<file path="src/rtl/spike_window_classifier_if.sv">
// spike_window_classifier_if: start/step/result bundle between the output-neuron layer and classifier
//   start, step_valid, spikes[NUM_CLASSES], result_ready : master -> slave
//   busy, result_valid, result_digit[4], result_count    : slave -> master
interface spike_window_classifier_if #(
  parameter int NUM_CLASSES = 10,
  parameter int COUNT_W     = 8
);
  logic                   start;
  logic                   step_valid;
  logic [NUM_CLASSES-1:0] spikes;
  logic                   busy;
  logic                   result_valid;
  logic                   result_ready;
  logic [3:0]             result_digit;
  logic [COUNT_W-1:0]     result_count;
  modport master (
    output start, step_valid, spikes, result_ready,
    input  busy, result_valid, result_digit, result_count
  );
  modport slave (
    input  start, step_valid, spikes, result_ready,
    output busy, result_valid, result_digit, result_count
  );
endinterface

</file>
<file path="src/rtl/spike_window_classifier.sv">
// spike_window_classifier: accumulates per-class spikes over a window, then sequential argmax
//   clk, rst_n : clock, asynchronous active-low reset
//   bus        : slave side of spike_window_classifier_if (start/steps in, result valid/ready out)
module spike_window_classifier #(
  parameter int NUM_CLASSES = 10,
  parameter int COUNT_W     = 8,
  parameter int WINDOW_LEN  = 100
) (
  input  logic clk,
  input  logic rst_n,
  spike_window_classifier_if.slave bus
);
  localparam int STEP_W = $clog2(WINDOW_LEN + 1);
  localparam logic [STEP_W-1:0] STEP_LAST = STEP_W'(WINDOW_LEN - 1);
  localparam logic [3:0] IDX_LAST = 4'(NUM_CLASSES - 1);
  typedef enum logic [1:0] {IDLE, ACCUM, SCAN, DONE} state_t;
  state_t             state_q, state_d;
  logic [COUNT_W-1:0] cnt_q [NUM_CLASSES];
  logic [COUNT_W-1:0] cnt_d [NUM_CLASSES];
  logic [STEP_W-1:0]  step_q, step_d;
  logic [3:0]         idx_q, idx_d;
  logic [COUNT_W-1:0] best_q, best_d;
  logic [3:0]         best_idx_q, best_idx_d;
  logic [3:0]         digit_q, digit_d;
  logic [COUNT_W-1:0] count_q, count_d;
  logic [COUNT_W-1:0] cur;
  logic               hit;
  assign cur = cnt_q[idx_q];
  // strict compare so ties keep the lower index
  assign hit = cur > best_q;
  assign bus.busy         = (state_q == ACCUM) || (state_q == SCAN);
  assign bus.result_valid = state_q == DONE;
  assign bus.result_digit = digit_q;
  assign bus.result_count = count_q;
  always_comb begin
    state_d    = state_q;
    cnt_d      = cnt_q;
    step_d     = step_q;
    idx_d      = idx_q;
    best_d     = best_q;
    best_idx_d = best_idx_q;
    digit_d    = digit_q;
    count_d    = count_q;
    case (state_q)
      IDLE: if (bus.start) begin
        state_d = ACCUM;
        cnt_d   = '{default: '0};
        step_d  = '0;
      end
      ACCUM: if (bus.step_valid) begin
        for (int i = 0; i < NUM_CLASSES; i++)
          cnt_d[i] = (bus.spikes[i] && !(&cnt_q[i])) ? cnt_q[i] + 1'b1 : cnt_q[i];
        step_d = step_q + 1'b1;
        // seed the scan with class 0 including this final step's increment
        if (step_q == STEP_LAST) begin
          state_d    = SCAN;
          idx_d      = 4'd1;
          best_d     = cnt_d[0];
          best_idx_d = '0;
        end
      end
      SCAN: begin
        best_d     = hit ? cur : best_q;
        best_idx_d = hit ? idx_q : best_idx_q;
        idx_d      = idx_q + 1'b1;
        if (idx_q == IDX_LAST) begin
          state_d = DONE;
          idx_d   = idx_q;
          digit_d = best_idx_d;
          count_d = best_d;
        end
      end
      DONE: if (bus.result_ready) state_d = IDLE;
      default: state_d = IDLE;
    endcase
  end
  always_ff @(posedge clk or negedge rst_n) begin
    if (!rst_n) begin
      state_q    <= IDLE;
      cnt_q      <= '{default: '0};
      step_q     <= '0;
      idx_q      <= '0;
      best_q     <= '0;
      best_idx_q <= '0;
      digit_q    <= '0;
      count_q    <= '0;
    end else begin
      state_q    <= state_d;
      cnt_q      <= cnt_d;
      step_q     <= step_d;
      idx_q      <= idx_d;
      best_q     <= best_d;
      best_idx_q <= best_idx_d;
      digit_q    <= digit_d;
      count_q    <= count_d;
    end
  end
endmodule
</file>
<file path="src/flat_wrapper.sv">
// flat-port wrapper written by rule: the top's interface ports become plain ports
module spike_window_classifier_flat 
#(
  parameter int NUM_CLASSES = 10,
  parameter int COUNT_W     = 8,
  parameter int WINDOW_LEN  = 100
)
  (clk, rst_n, bus_start, bus_step_valid, bus_spikes, bus_result_ready, bus_busy, bus_result_valid, bus_result_digit, bus_result_count);
  spike_window_classifier_if #(.NUM_CLASSES(NUM_CLASSES), .COUNT_W(COUNT_W)) bus_i ();
  input  logic clk;
  input  logic rst_n;
  input wire logic [$bits(bus_i.start)-1:0] bus_start;
  input wire logic [$bits(bus_i.step_valid)-1:0] bus_step_valid;
  input wire logic [$bits(bus_i.spikes)-1:0] bus_spikes;
  input wire logic [$bits(bus_i.result_ready)-1:0] bus_result_ready;
  output wire logic [$bits(bus_i.busy)-1:0] bus_busy;
  output wire logic [$bits(bus_i.result_valid)-1:0] bus_result_valid;
  output wire logic [$bits(bus_i.result_digit)-1:0] bus_result_digit;
  output wire logic [$bits(bus_i.result_count)-1:0] bus_result_count;
  assign bus_i.start = bus_start;
  assign bus_i.step_valid = bus_step_valid;
  assign bus_i.spikes = bus_spikes;
  assign bus_i.result_ready = bus_result_ready;
  assign bus_busy = bus_i.busy;
  assign bus_result_valid = bus_i.result_valid;
  assign bus_result_digit = bus_i.result_digit;
  assign bus_result_count = bus_i.result_count;
  spike_window_classifier #(.NUM_CLASSES(NUM_CLASSES), .COUNT_W(COUNT_W), .WINDOW_LEN(WINDOW_LEN)) u_core (.clk(clk), .rst_n(rst_n), .bus(bus_i));
endmodule
</file>
<file path="config.mk">
export PLATFORM = sky130hd
export DESIGN_NAME = spike_window_classifier_flat
export DESIGN_NICKNAME = d
export VERILOG_FILES = /design/src/rtl/spike_window_classifier_if.sv /design/src/rtl/spike_window_classifier.sv /design/src/flat_wrapper.sv
export SDC_FILE = /design/constraint.sdc
export NUM_CORES = 1
export LEC_CHECK = 0
export CORE_ASPECT_RATIO = 1.1
export CORE_UTILIZATION = 65
export DETAILED_ROUTE_END_ITERATION = 10
export PLACE_DENSITY = 0.91
export SLEW_MARGIN = 20
export SYNTH_ARGS = -nofsm -noshare
export SYNTH_HDL_FRONTEND = slang
export SYNTH_SLANG_ARGS = --single-unit
</file>
<file path="constraint.sdc">
create_clock -name clk -period 6 [get_ports clk]
set_clock_uncertainty 0.2 [all_clocks]
set_input_delay 1.8 -clock clk [delete_from_list [all_inputs] [get_ports clk]]
set_output_delay 1.8 -clock clk [all_outputs]
set_load 0.01 [all_outputs]
</file>
==> Word level (Yosys, flattened, before mapping) <==
Index checks and enable logic that the tools add are counted.
{ "totals": {"in_bits": 15, "wordCells": 137, "output_inout_bits": 14, "register_bits": 117} }
{ "op_classes": {"n_reduce_logical": 48, "add_sub_neg": 12, "bitwise_logic": 1, "magnitude_cmp": 2, "eq_ne": 20, "muxes": 37} }
{ "op_table": {"columns": ["operator", "count"], "rows": [
  ["$mux 80", 2],
  ["$pmux 80 s2", 1],
  ["$mux 8", 15],
  ["$add 8x1->8 const B", 10],
  ["$reduce_and 8->1", 10],
  ["$reduce_and 4->1", 10],
  ["$bmux 8 s4", 1],
  ["$ne 2x2->1 const B", 15],
  ["$mux 4", 6],
  ["$pmux 4 s2", 2],
  ["$pmux 8 s2", 1],
  ["$mux 7", 2],
  ["$pmux 7 s2", 1],
  ["$logic_and 1x1->1", 10],
  ["$logic_not 1->1", 10],
  ["$mux 2", 5],
  ["$gt 8x8->1", 1],
  ["$pmux 2 s4", 1],
  ["$add 7x1->7 const B", 1],
  ["$eq 7x7->1 const B", 1],
  ["$reduce_and 3->1", 2],
  ["$ge 5x5->1 const B", 1],
  ["$not 4->5", 1],
  ["$reduce_and 5->1", 1],
  ["other kinds (8)", 10]
]} }

==> Depth between registers and ports, before layout <==
{ "logic_depth": {"ltp_word": 7, "depth_mapped": 14} }

==> Least setup slack after synthesis <==
OpenSTA, ideal clock, no wires.
{ "synth_timing": {"path_type": "flip-flop to flip-flop", "from": "register u_core.idx_q[0]", "to": "register u_core.best_q[1]", "arrival_time_ps": 3156, "path_slack_ps": 2518, "stages_incl_launch_ff": 14, "t_required_ps": 5674, "path_cell_list": "dfrtp_1 buf_4 buf_4 buf_4 mux2i_1 o22ai_1 a221o_1 ha_1 nor2b_1 o211a_1 o211ai_1 a211oi_1 buf_2 a221o_1"} }
{ "synth_between": {"elab_chain_cells": 7} }
{ "synth_lines": {"columns": ["item", "line", "source"], "rows": [
  ["from (decl)", "spike_window_classifier.sv:21", "logic [3:0] idx_q, idx_d;"],
  ["from (signal assigned)", "spike_window_classifier.sv:91", "idx_q <= idx_d;"],
  ["$not 4->5 (not written as such) (*)", "spike_window_classifier.sv:28", "assign cur = cnt_q[idx_q];"],
  ["$bmux 8 s4 (*)", "spike_window_classifier.sv:28", null],
  ["$mux 8 (not written as such) (*) (2 in series)", "spike_window_classifier.sv:28", null],
  ["$gt 8x8->1", "spike_window_classifier.sv:30", "assign hit = cur > best_q;"],
  ["$mux 8 (*)", "spike_window_classifier.sv:63", "best_d = hit ? cur : best_q;"],
  ["$pmux 8 s2 (*)", "spike_window_classifier.sv:44", "case (state_q)"],
  ["to (signal assigned)", "spike_window_classifier.sv:92", "best_q <= best_d;"],
  ["to (decl)", "spike_window_classifier.sv:22", "logic [COUNT_W-1:0] best_q, best_d;"]
]} }
Mark *: on every way between the ends. The rest lies on a longest branch, timed or not. The select of a mux whose other input is x is not followed.
A chain may end at the register's enable or synchronous reset.

==> Worst setup path in the final report <==
{ "layout_timing": {"from": "register u_core.idx_q[0]", "to": "register u_core.count_q[5], in the netlist u_core.bus.result_count[5]"} }
{ "layout_between": {"elab_chain_cells": 6} }
{ "layout_lines": {"columns": ["item", "line", "source"], "rows": [
  ["$not 4->5 (not written as such)", "spike_window_classifier.sv:28", null],
  ["$bmux 8 s4", "spike_window_classifier.sv:28", null],
  ["$mux 8 (not written as such) (2 in series)", "spike_window_classifier.sv:28", null],
  ["$gt 8x8->1", "spike_window_classifier.sv:30", null],
  ["$mux 8", "spike_window_classifier.sv:63", null],
  ["to (signal assigned)", "spike_window_classifier.sv:95", "count_q <= count_d;"],
  ["to (decl)", "spike_window_classifier.sv:25", "logic [COUNT_W-1:0] count_q, count_d;"]
]} }
Several ways; a longest one is shown, not always the timed one. The select of a mux whose other input is x is not followed.

==> reports/metrics.yaml <==
cp_slowest_cell: "dfrtp_2"
period_share_pct: 74.5
ir_worst_vdd_v: 0.000282
core-area_um2: 10500
grt_max_degree: 82
n_fill_cell: 670
place_congestion: 0.944
finalHoldViolCount: 0
p_per_area_nw_per_um2: 381
initial_utilization_pct: 67.6
final_cells: 915
die_area_um2: 11300
total_power_mw: 3.01
grt.total_usage_pct: 35.7
ant_nets: 0
postCtsSetupBuffers: 0
synthArstFlopShare_pct: 100
postCtsResizedCells: 0
drc: 0
synth_commonest_cells: "dfrtp_1, nand2_1, nor2_1"
ff_latch_area_um2: 2930
status: "complete, no violations"
n_antenna_cell: 0
cap_violations: 0
leakagePower_nw: 3.39
h-tree-depth: 4
arrival_ps: 4530
dp_slack_ps: 1460
first_iter_violations: 721
antenna_found_initial: 0
drt-total-wl_um: 18700
hp-class: "reg -> reg"
path_buf_inv: 0
crit_cells: 8
hold_depth: 2
comb_power_share_pct: 33.4
intPower_mw: 1.86
critPathLaunch: "u_core.idx_q[0]$_DFFE_PN0P_"
synthCells: 754
seqPwrFrac_pct: 35.8
final_layout_size_suffix_gt1_share_pct: 8.55
avgSynthCellArea_um2: 9.40
crit_path_end_kind: "flip-flop"
dp.cells: 885
rr_startpoint: "u_core.idx_q[0]$_DFFE_PN0P_"
pin_count: 29
synth_seq_cells: 117
ff2ff_path_depth: 8
via_count: 6434
fin_nets: 801
worst-setup-path-type: "reg -> reg"
overflow: 0
wl_per_cell_um: 20.5
root_buffer: "clkbuf_16"
syn-num-nets: 794
vias_per_cell: 7.03
rsz0062_at_grt: "false"
die_x_um: 102
cts_made_buffers: 17
synth_area_leader_cell: "dfrtp_1"
r2r_setup_slack_ps: 1530
postLayoutSetupSlackWorst_ps: 1530
tritoncts: "built"
cts_sinks: 117
ys_seq_area_share_pct: 41.3
clkPwrFrac_pct: 30.8
start_kind: "flip-flop"
clk_path_buf_depth: 2
fp.dieH_um: 112
grt_pass1_vias: 6355
switching_share_pct: 38.4
setup_viol: 0
switching_power_mw: 1.16
synth_most_common_cell: "dfrtp_1"
ys.warnings.count: 0
syn2layout_area_growth_pct: 11.8
finalSetupTns_ps: 0
crit_path_end: "u_core.bus.result_count[5]$_DFFE_PN0P_"
drtPass1Iterations: 6
whs_ps: 290
dp_hpwl_um: 12700
synth_top_area_share_pct: 41.3
synthFlopType: "dfrtp_1"
row_count: 39
required_ps: 6060
crit_family: "compound AO/OA/AOI/OAI gates"
slowest_delay_ps: 1030
relSlewSlack_pct: 26.3
worst_slew_pin_slew_ps: 1100
fmax_ghz: 0.224
hold_start: "u_core.bus.result_digit[2]$_DFFE_PN0P_"
worstSkewPairLatency_ps: 420
cp_max_fo: 39
ys_types: 64
slew_viol_final: 0
multi_input_area_um2: 3860
period_needed_ps: 4470
portBuffers: 28
ctsHoldBuffers: 0
syn_area_um2: 7090
clkTransAtPathRegs_ps: 60
grt_pass1_wl_um: 31100
synth.top_cells.by_area: "dfrtp_1, ha_1, nand3_1, nand2_1, xnor2_1"
synth_edf_count: 0
timing.critical_path.cells: "mux4_2 > a221o_1 > ha_1 > nor2b_1 > o211a_1 > o211ai_1 > nand2_1 > o311ai_0"
rr_endpoint: "u_core.bus.result_count[5]$_DFFE_PN0P_"
worst register-to-register path, cell delays in order, from the launching register on:
cell and delay (ps):
dfrtp_2 1030, mux4_2 680, a221o_1 430, ha_1 300, nor2b_1 140, o211a_1 240, o211ai_1 500, nand2_1 320
o311ai_0 470
layout by cell type (no fill, tap or decap), types with 16 or more instances in the layout:
master,n
clkbuf_16,17
and3_1,16
clkdlybuf4s50_1,27
nor3_1,18
ha_1,25
inv_1,32
nand4_1,17
mux2i_1,22
a21oi_1,25
o211ai_1,17
nand2_1,69
nor2_1,55
xnor2_1,29
nand3_1,53
dfrtp_1,116
o21ai_0,26
logic make-up after synthesis:
family / count (synthesis) / synth area share [%]
simple gates: 288 / 20.6
flops: 117 / 41.3
mux: 38 / 7.08
compound gates: 176 / 17.9
xor+xnor: 35 / 4.32
buf+inv: 75 / 4.38
fa+ha+maj: 25 / 4.41
power groups by stage:
stage	combinational [mW]	sequential (mW)	clock, mW
2_1_floorplan	0.770	0.984	0
3_3_place_gp	0.911	1.07	0
3_5_place_dp	0.970	1.08	0
4_1_cts	0.987	1.07	0.933
5_1_grt	1.10	1.10	0.976
6_report	1.01	1.08	0.929
worst min-delay path by stage:
| stage | end | slack (ps) |
|---|---|---|
| final | u_core.bus.result_digit[2]$_DFFE_PN0P_ | 290 |
| after global routing | u_core.bus.result_digit[2]$_DFFE_PN0P_ | 310 |
| after CTS | u_core.bus.result_digit[2]$_DFFE_PN0P_ | 290 |
| after global placement | u_core.bus.result_digit[2]$_DFFE_PN0P_ | 260 |
| after detailed placement | u_core.bus.result_digit[2]$_DFFE_PN0P_ | 280 |
| after floorplan | u_core.best_idx_q[0]$_DFFE_PN0P_ | 270 |
registers in the layout, summed over array words and instances, names as in the netlist:
name	count
u_core.cnt_q	80
u_core.best_q	8
u_core.bus.result_count	8
u_core.step_q	7
u_core.best_idx_q	4
u_core.bus.result_digit	4
u_core.idx_q	4
u_core.state_q	2
layout make-up:
class,instances,area share [%]
Clock buffer,25,6.13
Clock inverter,5,0.632
Inverter,32,1.52
Multi-Input combinational cell,562,48.7
Sequential cell,117,37.0
Tap cell,143,2.26
Timing Repair Buffer,31,3.79
per-layer routing:
metal  track usage, %  routed length, um
met1             43.2               7100
met2             55.8               9040
met3             8.47               1480
met4             24.9               1120
met5                0                  0
metrics by stage:
step	cell area, um^2	util, %
2_1_floorplan	7090	-
3_3_place_gp	7390	70.4
3_5_place_dp	7390	70.4
4_1_cts	7920	75.5
5_1_grt	7920	75.5
6_report	7920	75.5
Note: power is estimated with default switching activity, not from simulation.
==> edit 1, RTL diff (same settings) <==
`NUM_CLASSES` is set to 10 in 3 places; all go to 12.
--- a/src/rtl/spike_window_classifier_if.sv
+++ b/src/rtl/spike_window_classifier_if.sv
@@ -4,3 +4,3 @@
 interface spike_window_classifier_if #(
-  parameter int NUM_CLASSES = 10,
+  parameter int NUM_CLASSES = 12,
   parameter int COUNT_W     = 8
--- a/src/rtl/spike_window_classifier.sv
+++ b/src/rtl/spike_window_classifier.sv
@@ -4,3 +4,3 @@
 module spike_window_classifier #(
-  parameter int NUM_CLASSES = 10,
+  parameter int NUM_CLASSES = 12,
   parameter int COUNT_W     = 8,
--- a/src/flat_wrapper.sv
+++ b/src/flat_wrapper.sv
@@ -3,3 +3,3 @@
 #(
-  parameter int NUM_CLASSES = 10,
+  parameter int NUM_CLASSES = 12,
   parameter int COUNT_W     = 8,
Interface: changed (resized bus_spikes); port bits go from 29 to 31. No check against the original RTL was run, so the function may have changed too.
==> edit 1 against the unedited design <==
  * Power is 32% higher
  * Sequential cell count is 16 higher
  * Area after synthesis is 13% higher
  * Setup slack worse by 0.25 ns
  * Maximum frequency is 5.2% lower
  * Largest cell class unchanged
  * Design area is 12% higher
  * Global-route usage is 1.8 points lower
  * Combinational power is 46% higher
  * First-iteration DRC count is 13% higher
  * Largest power group unchanged
  * Wire length is 7.7% higher
  * Via count is 9.8% higher
==> edit 1: results (changes against the unedited design) <==
Clock network
  – CTS Root Cell: clkbuf_16
  – Clk_lat worst skew: about 0.43 ns
  – Post-CTS Setup Inserts: 0 (unchanged)

Power
  – Max IR drop VDD: 0.311 mV (+10%)
  – Leakage: 3.65 nW (+7.8%)
  – Net switching fraction of the power: 41.3% (+2.9 points)

Global route
  – Overall Global Routing Usage: 34.0% (-1.8 points)
  – First-pass GRT wire length: 33800 um (+8.5%)
  – Pin count of the biggest net entering global routing: 73 (-11%)
  – Antenna violations before repair: 0 (unchanged)
  – Vias in the first global route: 6861 (+8.0%)

Hold path
  – Worst hold path startpoint: u_core.bus.result_count[0]$_DFFE_PN0P_

Run status
  – Run status: completed

Worst setup path
  – Critical path arrival: 4.87 ns (+0.34 ns)
  – Crit-path slowest cell: dfrtp_1
  – Max stage delay on crit path: 0.99 ns (-0.04 ns)
  – Worst-path maximum fanout: 17 (-56%)

Layout
  – Fillers: 806 (+20%)
  – Final nets: 882 (+10%)
  – Max FFs per register: 96 (+20%)
  – Layout cells sized above 1: 10.1% (+1.6 points)

Synth
  – Sequential area share after synthesis: 41.4% (+0.13 points)
  – Commonest cells post-synth: 133 x dfrtp_1, 98 x nand2_1, 66 x nor2_1
  – Area contributors post-synth: dfrtp_1 41%, mux4_2 6.7%, xnor2_1 4.7%

Place
  – Count of input and output buffers: 30 (+7.1%)
  – Detail Placement HPWL: 13600 um (+7.2%)

Timing
  – Max transition margin: 33.8% (+7.6 points)

Routing
  – Routed wire length: 20200 um (+7.7%)
  – DR vias/cell: 7.04 (+0.14%)
  – TritonRoute pass-1 iters: 5 (-1)
  – Iteration-0 DRC count of the detailed router: 818 (+13%)
edit 1: cell count changes after synthesis, sizes merged, moves of 14 or more:
cell | unedited run | this run
o211ai | 17 | 3
nand2 | 70 | 99
xnor2 | 29 | 43
mux4 | 9 | 24
mux2i | 22 | 5
dfrtp | 117 | 133
edit 1: final cells by class:
type | instances | share of cell area [%]
multi-input combinational | 611 | 48.6
sequential | 133 | 37.4
clock buffer | 25 | 5.46
timing repair buffer | 37 | 3.94
tap | 154 | 2.17
inverter | 39 | 1.65
clock inverter | 4 | 0.816
edit 1: power by group through the flow:
stage	clock [mW]	sequential (mW)	combinational [mW]
floorplan	0	1.31	1.20
global placement	0	1.46	1.34
detailed placement	0	1.48	1.41
CTS	1.01	1.47	1.44
global route	1.04	1.52	1.60
finish	1.01	1.49	1.47
edit 1: metrics by stage:
step	power, mW	hold slack [ns]	instances	area (sq um)	setup WS [ns]
after floorplan	2.52	0.265	833	8030	2.67
after global placement	2.80	0.266	974	8340	1.50
after detailed placement	2.89	0.273	974	8340	1.41
after CTS	3.92	0.286	1003	8900	1.46
after global routing	4.16	0.297	1003	8900	1.11
final	3.97	0.284	1003	8900	1.29
edit 1: cell families after synthesis:
kind of cell	after synthesis	synth area share, %
AO/OA/AOI/OAI	171	15.5
XOR/XNOR	48	5.23
adder cells (fa/ha/maj)	26	4.05
buffers and inverters	89	4.77
flip-flops	133	41.4
multiplexers	32	7.82
AND/OR/NAND/NOR	334	21.2
edit 1: routing by layer:
metal  share of wire [%]  track usage (%)
met1                  38             43.9
met3                 8.9             8.00
met4                 4.7             18.8
met2                  48             52.3
met5                   0                0
edit 1: worst paths after layout:
| path | depth (start not counted) | slack (ns) | to |
|---|---|---|---|
| max in group asynchronous | 2 | 3.21 | u_core.bus.result_count[0]$_DFFE_PN0P_ |
| min in group asynchronous | 1 | 1.29 | u_core.cnt_q[18]$_DFFE_PN0P_ |
| hold / removal | 2 | 0.28 | u_core.bus.result_count[0]$_DFFE_PN0P_ |
| hold reg to reg | 2 | 0.28 | u_core.bus.result_count[0]$_DFFE_PN0P_ |
| setup / recovery | 9 | 1.29 | u_core.best_q[2]$_DFFE_PN0P_ |
| setup reg to reg | 9 | 1.29 | u_core.best_q[2]$_DFFE_PN0P_ |
edit 1: worst reg2reg max path, cell delays in order, from the launching register on:
cell and delay, ns:
dfrtp_1 0.99, mux4_2 0.65, a22oi_1 0.44, nand2_1 0.19, ha_1 0.33, and4_1 0.22
and4_1 0.22, a211o_1 0.29, a21oi_1 0.81, a221o_1 0.30
==> edit 2, RTL diff (same flow settings) <==
Made on the original files. Encoding of `state_t`: now one-hot (4 bits for 4 states).
--- a/src/rtl/spike_window_classifier.sv
+++ b/src/rtl/spike_window_classifier.sv
@@ -15,3 +15,3 @@
   localparam logic [3:0] IDX_LAST = 4'(NUM_CLASSES - 1);
-  typedef enum logic [1:0] {IDLE, ACCUM, SCAN, DONE} state_t;
+  typedef enum logic [3:0] {IDLE = 4'b0001, ACCUM = 4'b0010, SCAN = 4'b0100, DONE = 4'b1000} state_t;
   state_t             state_q, state_d;
Formal check against the unedited RTL: same outputs for any inputs over 10 cycles, from zero or initial values and one cycle with rst_n low; not proved beyond that.
==> edit 2 against the unedited design <==
  * Die area grew 0.95%
  * Global-route usage is 1.5 points higher
  * Sequential share of layout area shrank 0.39 points
  * Wire length increased by 4.2%
  * Maximum frequency down 5.5%
  * Sequential cell count up 2
  * Core utilization increased by 1.8 points
  * Area after synthesis is 0.97% higher
  * Design area is 2.8% higher
  * Setup slack got worse by 0.26 ns
  * Hold slack worse by 0.0069 ns
  * Synthesized cell count increased by 3.6%
Power is not compared: it rests on default switching activity, and its combinational part moved more than twofold at a synthesized area within 25%.
==> edit 2: results (changes against the unedited design) <==
Run status
  – Run status: completed

Global route
  – Met3 Use GR: 8.22% (-0.26 points)
  – Pin count of the biggest net entering global routing: 88 (+7.3%)
  – Met2 Track Usage GR: 58.6% (+2.8 points)
  – Met1 Use GR: 45.5% (+2.4 points)
  – Overall Global Routing Usage: 37.2% (+1.5 points)
  – First-pass GRT wire length: 32500 um (+4.5%)

Synth
  – Synth async-reset ratio: 100% (unchanged)
  – Library cells used by synthesis: 64 (unchanged)
  – Area contributors post-synth: dfrtp_1 41%, xnor2_1 6.1%, nand2_1 5.1%
  – Syn nets: 817 (+2.9%)
  – Commonest cells post-synth: 118 x dfrtp_1, 98 x nand2_1, 83 x nor2_1
  – Sequential area share after synthesis: 41.6% (+0.32 points)
  – YS warnings: 0 (unchanged)

Layout
  – Ant diodes: 0 (unchanged)
  – Layout cells sized above 1: 11.8% (+3.2 points)
  – Final nets: 831 (+3.7%)

Place
  – Detail Placement HPWL: 12800 um (+0.62%)
  – Placed inst area: 7470 sq um (+1.1%)
  – GP Congestion: 0.980 (+3.8%)
  – Post-place setup slack: 1.50 ns (+0.0418 ns)

Worst setup path
  – Worst Path Required: 6.11 ns (+0.05 ns)
  – Worst-path maximum fanout: 24 (-38%)
  – Max stage delay on crit path: 1.03 ns (about the same)
  – Cell family with most CP delay: compound AO/OA/AOI/OAI gates
  – Crit-path slowest cell: dfrtp_1

Routing
  – Wire length per cell: 20.5 um (+0.23%)
  – TritonRoute pass-1 iters: 6 (unchanged)
  – DR vias: 6593 (+2.5%)
  – Iteration-0 DRC count of the detailed router: 786 (+9.0%)

Clock network
  – CTS Root Cell: clkbuf_16
  – H-tree depth: 4 (unchanged)

Timing
  – Max transition margin: 29.6% (+3.4 points)
[edit 2: cell types whose count changed after synthesis, moves of 12 or more]
cell      delta
nor3_1      +15
nand3_1     -19
nor4_1      +16
a221o_1     -12
nand2_1     +29
and3_1      -13
mux2i_1     -17
o211ai_1    -15
xnor2_1     +21
nor2_1      +27
clkbuf_1    -17
buf_2       +12
o21ai_1     +19
[edit 2: through the flow]
stage / total power [mW] / cells
floorplan: 1.24 / 781
global placement: 1.34 / 918
detailed placement: 1.37 / 918
finish: 2.53 / 951
global route: 2.61 / 951
CTS: 2.50 / 950
[edit 2: tightest hold or removal path: cells and delay by family (launching register included)]
family / cells / cell delay (ns)
simple gates: 1 / 0.05
flops: 1 / 0.34
compound gates: 1 / 0.06
[edit 2: layout make-up]
| cell class | instances | area [sq um] |
|---|---|---|
| repair buffers | 35 | 342 |
| well taps | 143 | 179 |
| clock buffers | 19 | 453 |
| flip-flops and latches | 119 | 2980 |
| fillers | 638 | 2400 |
| inverters | 21 | 78.8 |
| multi-input cells | 601 | 3910 |
| clock inverters | 13 | 201 |
[edit 2: kinds of logic after synthesis]
| kind of cell | after synthesis | synth area share (%) |
|---|---|---|
| simple gates | 343 | 23.5 |
| compound gates | 154 | 14.7 |
| flops | 119 | 41.6 |
| buf+inv | 61 | 4.07 |
| xor+xnor | 53 | 6.48 |
| mux | 30 | 5.89 |
| fa+ha+maj | 21 | 3.67 |
[edit 2: final timing paths]
path / slack (ns) / depth (start not counted) / end / start
worst max register to register: 1.27 / 10 / u_core.best_q[1]$_DFFE_PN0P_ / u_core.idx_q[0]$_DFFE_PN0P_
worst max-delay path: 1.27 / 10 / u_core.best_q[1]$_DFFE_PN0P_ / u_core.idx_q[0]$_DFFE_PN0P_
worst min register to register: 0.28 / 2 / u_core.bus.result_count[2]$_DFFE_PN0P_ / u_core.bus.result_count[2]$_DFFE_PN0P_
min in group asynchronous: 1.23 / 1 / u_core.state_q[1]$_DFFE_PN0P_ / rst_n
worst min-delay path: 0.28 / 2 / u_core.bus.result_count[2]$_DFFE_PN0P_ / u_core.bus.result_count[2]$_DFFE_PN0P_
max in group asynchronous: 3.43 / 2 / u_core.cnt_q[59]$_DFFE_PN0P_ / rst_n
[edit 2: metal layers]
layer | share of wire (%) | vias to the layer above
li1 | - | 2860
met1 | 37 | 3122
met2 | 48 | 486
met3 | 9.6 | 125
met4 | 5.9 | 0
met5 | 0 | -
[edit 2: power breakdown]
group / internal, mW / switching (mW) / total (mW) / leakage [nW]
sequential: 0.849 / 0.0828 / 0.932 / 1.64
combinational: 0.143 / 0.320 / 0.463 / 1.29
clock: 0.755 / 0.378 / 1.13 / 0.315
total: 1.75 / 0.782 / 2.53 / 3.24
